## config.mk

```make
export PLATFORM = sky130hd
export DESIGN_NAME = gpr_wb_arb_flat
export DESIGN_NICKNAME = d
export VERILOG_FILES = /design/src/rtl/gpr_wb_arb_if.sv /design/src/rtl/gpr_wb_arb.sv /design/src/flat_wrapper.sv
export SDC_FILE = /design/constraint.sdc
export NUM_CORES = 1
export LEC_CHECK = 0
export ABC_AREA = 1
export ABC_CLOCK_PERIOD_IN_PS = 8600
export CORE_MARGIN = 2
export CORE_UTILIZATION = 35
export CTS_CLUSTER_SIZE = 28
export DETAILED_ROUTE_END_ITERATION = 10
export GPL_TIMING_DRIVEN = 0
export SLEW_MARGIN = 10
export SYNTH_ARGS = -nofsm -noshare
export SYNTH_HDL_FRONTEND = slang
export SYNTH_SLANG_ARGS = --single-unit
```

## constraint.sdc

```tcl
create_clock -name clk -period 8.6 [get_ports clk]
set_clock_uncertainty 0.15 [all_clocks]
set_input_delay 2.15 -clock clk [delete_from_list [all_inputs] [get_ports clk]]
set_output_delay 2.15 -clock clk [all_outputs]
set_load 0.02 [all_outputs]
```

## src/rtl/gpr_wb_arb_if.sv

```systemverilog
// Writeback bus between the two GPR write sources, the arbiter and the register-file write port.
// A source presents a write with *_valid; it is taken in that cycle when wb_stall=0 and no flush is active,
// and a source seeing wb_stall=1 must hold the write until wb_stall falls (no ready signal exists).
interface gpr_wb_arb_if #(
    parameter int dw = 32,
    parameter int aw = 5
);
    logic          a_valid;
    logic [aw-1:0] a_addr;
    logic [dw-1:0] a_data;
    logic          b_valid;
    logic [aw-1:0] b_addr;
    logic [dw-1:0] b_data;
    logic          rf_we;
    logic [aw-1:0] rf_addrw;
    logic [dw-1:0] rf_dataw;
    logic          wb_stall;

    modport master (
        output a_valid, a_addr, a_data, b_valid, b_addr, b_data,
        input  rf_we, rf_addrw, rf_dataw, wb_stall
    );

    modport slave (
        input  a_valid, a_addr, a_data, b_valid, b_addr, b_data,
        output rf_we, rf_addrw, rf_dataw, wb_stall
    );
endinterface

```

## src/rtl/gpr_wb_arb.sv

```systemverilog
// Merges execute (A) and load/update (B) writebacks onto the single GPR write port,
// buffering overflow in a FIFO and forwarding the newest pending value to the read ports.
module gpr_wb_arb #(
    parameter int dw    = 32,
    parameter int aw    = 5,
    parameter int DEPTH = 4
) (
    input  logic                       clk,
    input  logic                       rst,
    input  logic                       i_wb_freeze,
    input  logic                       i_flushpipe,
    gpr_wb_arb_if.slave                bus,
    output logic                       o_ovf,
    output logic [$clog2(DEPTH):0]     o_pend_cnt,
    input  logic [aw-1:0]              i_addra,
    input  logic [aw-1:0]              i_addrb,
    input  logic [aw-1:0]              i_addrc,
    output logic                       o_hita,
    output logic                       o_hitb,
    output logic                       o_hitc,
    output logic [dw-1:0]              o_fwda,
    output logic [dw-1:0]              o_fwdb,
    output logic [dw-1:0]              o_fwdc
);
    localparam int PW = $clog2(DEPTH);

    logic [aw-1:0] r_addr [DEPTH];
    logic [dw-1:0] r_data [DEPTH];
    logic [PW-1:0] r_rd_ptr;
    logic [PW-1:0] r_wr_ptr;
    logic [PW:0]   r_cnt;
    logic          r_ovf;

    logic          w_stall;
    logic          w_acc_a, w_acc_b;
    logic          w_pop, w_direct_a, w_direct_b;
    logic          w_push_a, w_push_b;
    logic [PW-1:0] w_wr_ptr_b;
    logic [aw-1:0] w_raddr [3];
    logic          w_hit [3];
    logic [dw-1:0] w_fwd [3];

    // Stall leaves room for a worst-case double push next cycle.
    assign w_stall    = r_cnt > (PW+1)'(DEPTH-2);
    assign w_acc_a    = bus.a_valid & ~i_flushpipe & ~w_stall;
    assign w_acc_b    = bus.b_valid & ~i_flushpipe & ~w_stall;
    assign w_pop      = ~i_wb_freeze & (r_cnt != '0);
    assign w_direct_a = ~i_wb_freeze & (r_cnt == '0) & w_acc_a;
    assign w_direct_b = ~i_wb_freeze & (r_cnt == '0) & ~w_acc_a & w_acc_b;
    assign w_push_a   = w_acc_a & ~w_direct_a;
    assign w_push_b   = w_acc_b & ~w_direct_b;
    assign w_wr_ptr_b = r_wr_ptr + PW'(w_push_a);

    always_comb begin
        bus.rf_we    = 1'b0;
        bus.rf_addrw = '0;
        bus.rf_dataw = '0;
        if (w_pop) begin
            bus.rf_we    = 1'b1;
            bus.rf_addrw = r_addr[r_rd_ptr];
            bus.rf_dataw = r_data[r_rd_ptr];
        end else if (w_direct_a) begin
            bus.rf_we    = 1'b1;
            bus.rf_addrw = bus.a_addr;
            bus.rf_dataw = bus.a_data;
        end else if (w_direct_b) begin
            bus.rf_we    = 1'b1;
            bus.rf_addrw = bus.b_addr;
            bus.rf_dataw = bus.b_data;
        end
    end

    always_ff @(posedge clk) begin
        if (w_push_a) begin
            r_addr[r_wr_ptr] <= bus.a_addr;
            r_data[r_wr_ptr] <= bus.a_data;
        end
        if (w_push_b) begin
            r_addr[w_wr_ptr_b] <= bus.b_addr;
            r_data[w_wr_ptr_b] <= bus.b_data;
        end
    end

    always_ff @(posedge clk or posedge rst) begin
        if (rst) begin
            r_rd_ptr <= '0;
            r_wr_ptr <= '0;
            r_cnt    <= '0;
            r_ovf    <= 1'b0;
        end else begin
            r_wr_ptr <= r_wr_ptr + PW'(w_push_a) + PW'(w_push_b);
            r_rd_ptr <= r_rd_ptr + PW'(w_pop);
            r_cnt    <= r_cnt + (PW+1)'(w_push_a) + (PW+1)'(w_push_b) - (PW+1)'(w_pop);
            r_ovf    <= r_ovf | ((bus.a_valid | bus.b_valid) & w_stall);
        end
    end

    assign w_raddr[0] = i_addra;
    assign w_raddr[1] = i_addrb;
    assign w_raddr[2] = i_addrc;

    // Scan oldest to newest so later matches overwrite; then A, then B as the youngest.
    always_comb begin
        logic [PW-1:0] idx;
        idx = '0;
        for (int p = 0; p < 3; p++) begin
            w_hit[p] = 1'b0;
            w_fwd[p] = '0;
            for (int k = 0; k < DEPTH; k++) begin
                idx = r_rd_ptr + PW'(k);
                if (((PW+1)'(k) < r_cnt) && (r_addr[idx] == w_raddr[p])) begin
                    w_hit[p] = 1'b1;
                    w_fwd[p] = r_data[idx];
                end
            end
            if (w_acc_a && (bus.a_addr == w_raddr[p])) begin
                w_hit[p] = 1'b1;
                w_fwd[p] = bus.a_data;
            end
            if (w_acc_b && (bus.b_addr == w_raddr[p])) begin
                w_hit[p] = 1'b1;
                w_fwd[p] = bus.b_data;
            end
        end
    end

    assign bus.wb_stall = w_stall;
    assign o_pend_cnt   = r_cnt;
    assign o_ovf        = r_ovf;
    assign o_hita       = w_hit[0];
    assign o_hitb       = w_hit[1];
    assign o_hitc       = w_hit[2];
    assign o_fwda       = w_fwd[0];
    assign o_fwdb       = w_fwd[1];
    assign o_fwdc       = w_fwd[2];
endmodule
```

## src/flat_wrapper.sv

```systemverilog
// flat-port wrapper written by rule: the top's interface ports become plain ports
module gpr_wb_arb_flat 
#(
    parameter int dw    = 32,
    parameter int aw    = 5,
    parameter int DEPTH = 4
)
  (clk, rst, i_wb_freeze, i_flushpipe, o_ovf, o_pend_cnt, i_addra, i_addrb, i_addrc, o_hita, o_hitb, o_hitc, o_fwda, o_fwdb, o_fwdc, bus_a_valid, bus_a_addr, bus_a_data, bus_b_valid, bus_b_addr, bus_b_data, bus_rf_we, bus_rf_addrw, bus_rf_dataw, bus_wb_stall);
  gpr_wb_arb_if #(.dw(dw), .aw(aw)) bus_i ();
  input  logic clk;
  input  logic rst;
  input  logic i_wb_freeze;
  input  logic i_flushpipe;
  output logic o_ovf;
  output logic [$clog2(DEPTH):0] o_pend_cnt;
  input  logic [aw-1:0] i_addra;
  input  logic [aw-1:0] i_addrb;
  input  logic [aw-1:0] i_addrc;
  output logic o_hita;
  output logic o_hitb;
  output logic o_hitc;
  output logic [dw-1:0] o_fwda;
  output logic [dw-1:0] o_fwdb;
  output logic [dw-1:0] o_fwdc;
  input wire logic [$bits(bus_i.a_valid)-1:0] bus_a_valid;
  input wire logic [$bits(bus_i.a_addr)-1:0] bus_a_addr;
  input wire logic [$bits(bus_i.a_data)-1:0] bus_a_data;
  input wire logic [$bits(bus_i.b_valid)-1:0] bus_b_valid;
  input wire logic [$bits(bus_i.b_addr)-1:0] bus_b_addr;
  input wire logic [$bits(bus_i.b_data)-1:0] bus_b_data;
  output wire logic [$bits(bus_i.rf_we)-1:0] bus_rf_we;
  output wire logic [$bits(bus_i.rf_addrw)-1:0] bus_rf_addrw;
  output wire logic [$bits(bus_i.rf_dataw)-1:0] bus_rf_dataw;
  output wire logic [$bits(bus_i.wb_stall)-1:0] bus_wb_stall;
  assign bus_i.a_valid = bus_a_valid;
  assign bus_i.a_addr = bus_a_addr;
  assign bus_i.a_data = bus_a_data;
  assign bus_i.b_valid = bus_b_valid;
  assign bus_i.b_addr = bus_b_addr;
  assign bus_i.b_data = bus_b_data;
  assign bus_rf_we = bus_i.rf_we;
  assign bus_rf_addrw = bus_i.rf_addrw;
  assign bus_rf_dataw = bus_i.rf_dataw;
  assign bus_wb_stall = bus_i.wb_stall;
  gpr_wb_arb #(.dw(dw), .aw(aw), .DEPTH(DEPTH)) u_core (.clk(clk), .rst(rst), .i_wb_freeze(i_wb_freeze), .i_flushpipe(i_flushpipe), .bus(bus_i), .o_ovf(o_ovf), .o_pend_cnt(o_pend_cnt), .i_addra(i_addra), .i_addrb(i_addrb), .i_addrc(i_addrc), .o_hita(o_hita), .o_hitb(o_hitb), .o_hitc(o_hitc), .o_fwda(o_fwda), .o_fwdb(o_fwdb), .o_fwdc(o_fwdc));
endmodule
```

==> reports/results.md <==
| Parameter | This run | Unit |
|---|---|---|
| Worst slew margin relative to its limit | 0.0235 | - |
| Fraction of layout instances using a drive strength above 1 | 0.0686 | - |
| Routed Antenna Nets | 0 | - |
| Global placer's final weighted congestion | 1.07 | - |
| Final hold violation count | 0 | - |
| Iteration-0 DRC count of the detailed router | 3987 | - |
| Number of H-tree branching levels | 4 | - |
| Per-instance average area after synthesis | 5.80 | sq um |
| Synth top area cells | sky130_fd_sc_hd__edfxtp_1, sky130_fd_sc_hd__nand2_1, sky130_fd_sc_hd__o21ai_0 | - |
| Critical path origin | i_addrb[1] | - |
| Reg-to-Reg End | u_core.r_data[2][21] | - |
| Number of antenna violations at the first check in global routing | 4 | - |
| Clock transition at path regs | 60 | ps |
| Predominant post-synthesis flop cell | sky130_fd_sc_hd__edfxtp_1 | - |
| Sequential element share of the synthesized area | 0.247 | - |
| Total buffers and inverters traversed by the critical path | 4 | - |
| FF/Latch Area | 4640 | sq um |
| Largest driver fanout on the critical path | 10 | - |
| Buffer levels on the longest clock path | 2 | - |
| Total number of cells along the worst setup path | 12 | - |
| Library cell with the largest summed area after synthesis | sky130_fd_sc_hd__edfxtp_1 | - |
| Netlist cell types | 38 | - |
| Number of cells on the worst reg-to-reg path | 14 | - |
| Vias after detailed routing | 24.9k | - |
| Arr. time, crit path | 6260 | ps |
| Routed wirelength normalized by instance count | 29.4 | um |
| Reg2reg start | u_core.o_pend_cnt[2] | - |
| Nature of the critical path endpoint | output port | - |
| Power density over the cells | 427 | nW/um^2 |
| Achievable Freq | 117 | MHz |
| Yosys Warn Count | 0 | - |
| Crit path cell chain | clkdlybuf4s50_1 -> inv_1 -> nand2_1 -> nand2_1 -> o21ai_0 -> a21oi_1 -> nand3_1 -> nand2_1 -> clkbuf_1 -> o21ai_0 -> a21oi_1 -> clkdlybuf4s50_1 | - |
| TritonCTS buffer count | 17 | - |
| Summed instance area of the synthesized netlist | 18800 | sq um |
| Total grt overflow | 0 | - |
| Width of the die | 236 | um |
| Post-layout minimum cycle time | 8560 | ps |
| Unrepaired setup endpoints after global routing | no | - |
| Crit path max-delay cell type | sky130_fd_sc_hd__nand2_1 | - |
| Kind of cell adding the most delay to the critical path | buffers and inverters | - |
| Most used cell, CP | sky130_fd_sc_hd__nand2_1 | - |
| Number of I/O pins | 237 | - |
| 1st-pass router iterations | 7 | - |
| Fin crit share | 0.996 | - |
| Total of max-cap violations | 0 | - |
| Total routed wirelength | 123 | mm |
| Area share of the largest cell type after synthesis | 0.236 | - |
| Pins over their slew limit | 0 | - |
| Tightest Hold Check Type | register to register | - |
| Number of buffers added to fix hold violations after cts | 0 | - |
| Number of nets in the finished design | 3588 | - |
| Crit start category | primary input | - |
| Post-synthesis sequential element count | 156 | - |
| Pin slew with the least headroom to its limit | 1450 | ps |
| Run status | completed | - |
| Share of async-settable or async-resettable flops after synthesis | 0.0513 | - |
| Largest vdd supply drop | 0.223 | mV |
| Number of failing setup endpoints in the final timing report | 0 | - |
| Post-Synthesis Net Count | 3345 | - |
| Area inside the core boundary | 52900 | sq um |
| Post-CTS Repair Setup Buffers | 0 | - |
| Filler cells | 5884 | - |
| Worst setup path endpoint | o_fwdb[17] | - |
| Type of the worst setup path | primary input to output port | - |
| Post-detailed-placement half-perimeter wirelength | 102 | mm |
| Reg2Reg Setup Slack | 3760 | ps |
| Total die area | 55600 | sq um |
| Delay of the slowest cell on the worst path | 700 | ps |
| Number of global-route vias before repair | 21.9k | - |
| Resized Gates After CTS | 0 | - |
| Clock latency reported for the late side of the worst-skew pair | 450 | ps |
| Number of design rule violations left after detail routing | 0 | - |
| Starting density of the core | 0.356 | - |
| Clk sink count | 156 | - |
| Via/cell ratio | 5.95 | - |
| Number of instances in the synthesized netlist | 3242 | - |
| Critical Path RT | 6300 | ps |
| Area growth, synth to finish | 20.2 | % |
| Pin count of the biggest net entering global routing | 24 | - |
| Placed insts | 4154 | - |
| Number of enable-type register cells in the synthesized netlist | 148 | - |
| Number of port buffers | 217 | - |
| Wire length of the first global-routing pass | 169 | mm |
| Leakage component of the power | 10.3 | nW |
| Number of cells in the finished layout apart from fillers | 4189 | - |
| Overall fraction of global-route tracks in use | 0.429 | - |
| Multi-input gate area | 11700 | sq um |
| Row cnt | 84 | - |
| Vertical die dimension | 236 | um |
| Core occupancy in the finished layout | 0.427 | - |
| CTS tree | yes | - |
| Master cell of the clock root buffer | sky130_fd_sc_hd__clkbuf_16 | - |
==> cells in the mapped netlist (3+ instances only) <==
| master | number |
|---|---|
| sky130_fd_sc_hd__a21oi_1 | 198 |
| sky130_fd_sc_hd__nand4_1 | 167 |
| sky130_fd_sc_hd__xnor2_1 | 3 |
| sky130_fd_sc_hd__nor2_1 | 331 |
| sky130_fd_sc_hd__dfrtp_1 | 8 |
| sky130_fd_sc_hd__clkinv_1 | 3 |
| sky130_fd_sc_hd__nand2_2 | 4 |
| sky130_fd_sc_hd__ha_1 | 6 |
| sky130_fd_sc_hd__edfxtp_1 | 148 |
| sky130_fd_sc_hd__o221ai_1 | 35 |
| sky130_fd_sc_hd__or2_2 | 66 |
| sky130_fd_sc_hd__xor2_1 | 34 |
| sky130_fd_sc_hd__buf_4 | 4 |
| sky130_fd_sc_hd__o211ai_1 | 4 |
| sky130_fd_sc_hd__clkbuf_1 | 146 |
| sky130_fd_sc_hd__buf_2 | 92 |
| sky130_fd_sc_hd__o21ai_0 | 439 |
| sky130_fd_sc_hd__buf_1 | 9 |
| sky130_fd_sc_hd__nor3_1 | 9 |
| sky130_fd_sc_hd__nand3_2 | 4 |
| sky130_fd_sc_hd__mux2i_1 | 3 |
| sky130_fd_sc_hd__buf_6 | 7 |
| sky130_fd_sc_hd__o21a_1 | 46 |
| sky130_fd_sc_hd__nand3_1 | 182 |
| sky130_fd_sc_hd__nor2_2 | 11 |
| sky130_fd_sc_hd__nand2_1 | 915 |
| sky130_fd_sc_hd__o21ai_1 | 8 |
| sky130_fd_sc_hd__inv_1 | 341 |
| sky130_fd_sc_hd__inv_2 | 7 |
==> layout by cell type (no fill, tap or decap), drive strengths merged, types with 148 or more instances in the layout <==
cell and n:
nand2 919, o21ai 448, inv 350, nor2 343, clkdlybuf4s50 217, a21oi 198, nand3 186, nand4 167
clkbuf 165, edfxtp 148
==> how the worst min path moves through the flow <==
stage          cells past startpoint                 end          startpoint  slack (ps)
2_1_floorplan                      1  u_core.r_rd_ptr[0]  u_core.r_rd_ptr[0]         390
3_3_place_gp                       1        u_core.o_ovf        u_core.o_ovf         320
3_5_place_dp                       1        u_core.o_ovf        u_core.o_ovf         330
4_1_cts                            1        u_core.o_ovf        u_core.o_ovf         350
5_1_grt                            1        u_core.o_ovf        u_core.o_ovf         360
6_report                           1        u_core.o_ovf        u_core.o_ovf         350
==> per-layer routing <==
metal	share of wire	wire length, um	up-vias	global-route usage
met2	0.39	48400	1811	0.594
li1	-	-	11200	-
met4	0.041	5030	0	0.161
met1	0.42	51600	11700	0.603
met3	0.15	18000	242	0.152
met5	0	0	-	0
==> metrics by stage <==
stage	setup WS [ps]	total power (W)	setup TNS, ps	cell area, sq um	hold WS (ps)
6_report	36.2	0.00964	0	22600	347
3_5_place_dp	287	0.00843	0	22000	328
5_1_grt	71.0	0.00989	0	22600	360
2_1_floorplan	2420	0.00495	0	18800	392
3_3_place_gp	-413	0.00847	-33990	21800	317
4_1_cts	266	0.00917	0	22600	346
==> registers in the layout, indices dropped and copies added, names as in the netlist <==
name / cells
u_core.r_wr_ptr: 2
u_core.r_rd_ptr: 2
u_core.o_ovf: 1
u_core.r_addr: 20
u_core.o_pend_cnt: 3
u_core.r_data: 128
==> cells by family (layout without fill, tap and decap cells) <==
logic type	count (synthesis)	count (layout)	synth area share
AOI/OAI and AO/OA	735	735	0.210
xor gates and xnor gates	37	37	0.0172
adders and majority gates	8	8	0.00612
buffers and inverters	609	865	0.131
DFF	156	156	0.247
muxes	3	3	0.00160
other	0	3	0
and+or+nand+nor	1694	1694	0.387
==> area by class of cell <==
cell class | instances | share of cell area
Buffer | 258 | 0.0510
Antenna cell | 3 | 0.000332
Sequential cell | 156 | 0.206
Multi-Input combinational cell | 2477 | 0.520
Tap cell | 688 | 0.0381
Clock inverter | 13 | 0.00526
Inverter | 351 | 0.0583
Clock buffer | 19 | 0.0196
Timing Repair Buffer | 224 | 0.102
==> report_power, final <==
group          total, W  internal [W]  switching, W
Clock          0.000725      0.000406      0.000319
Sequential      0.00107      0.000982     0.0000832
Combinational   0.00785       0.00203       0.00582
Note: power is estimated with default switching activity, not from simulation.
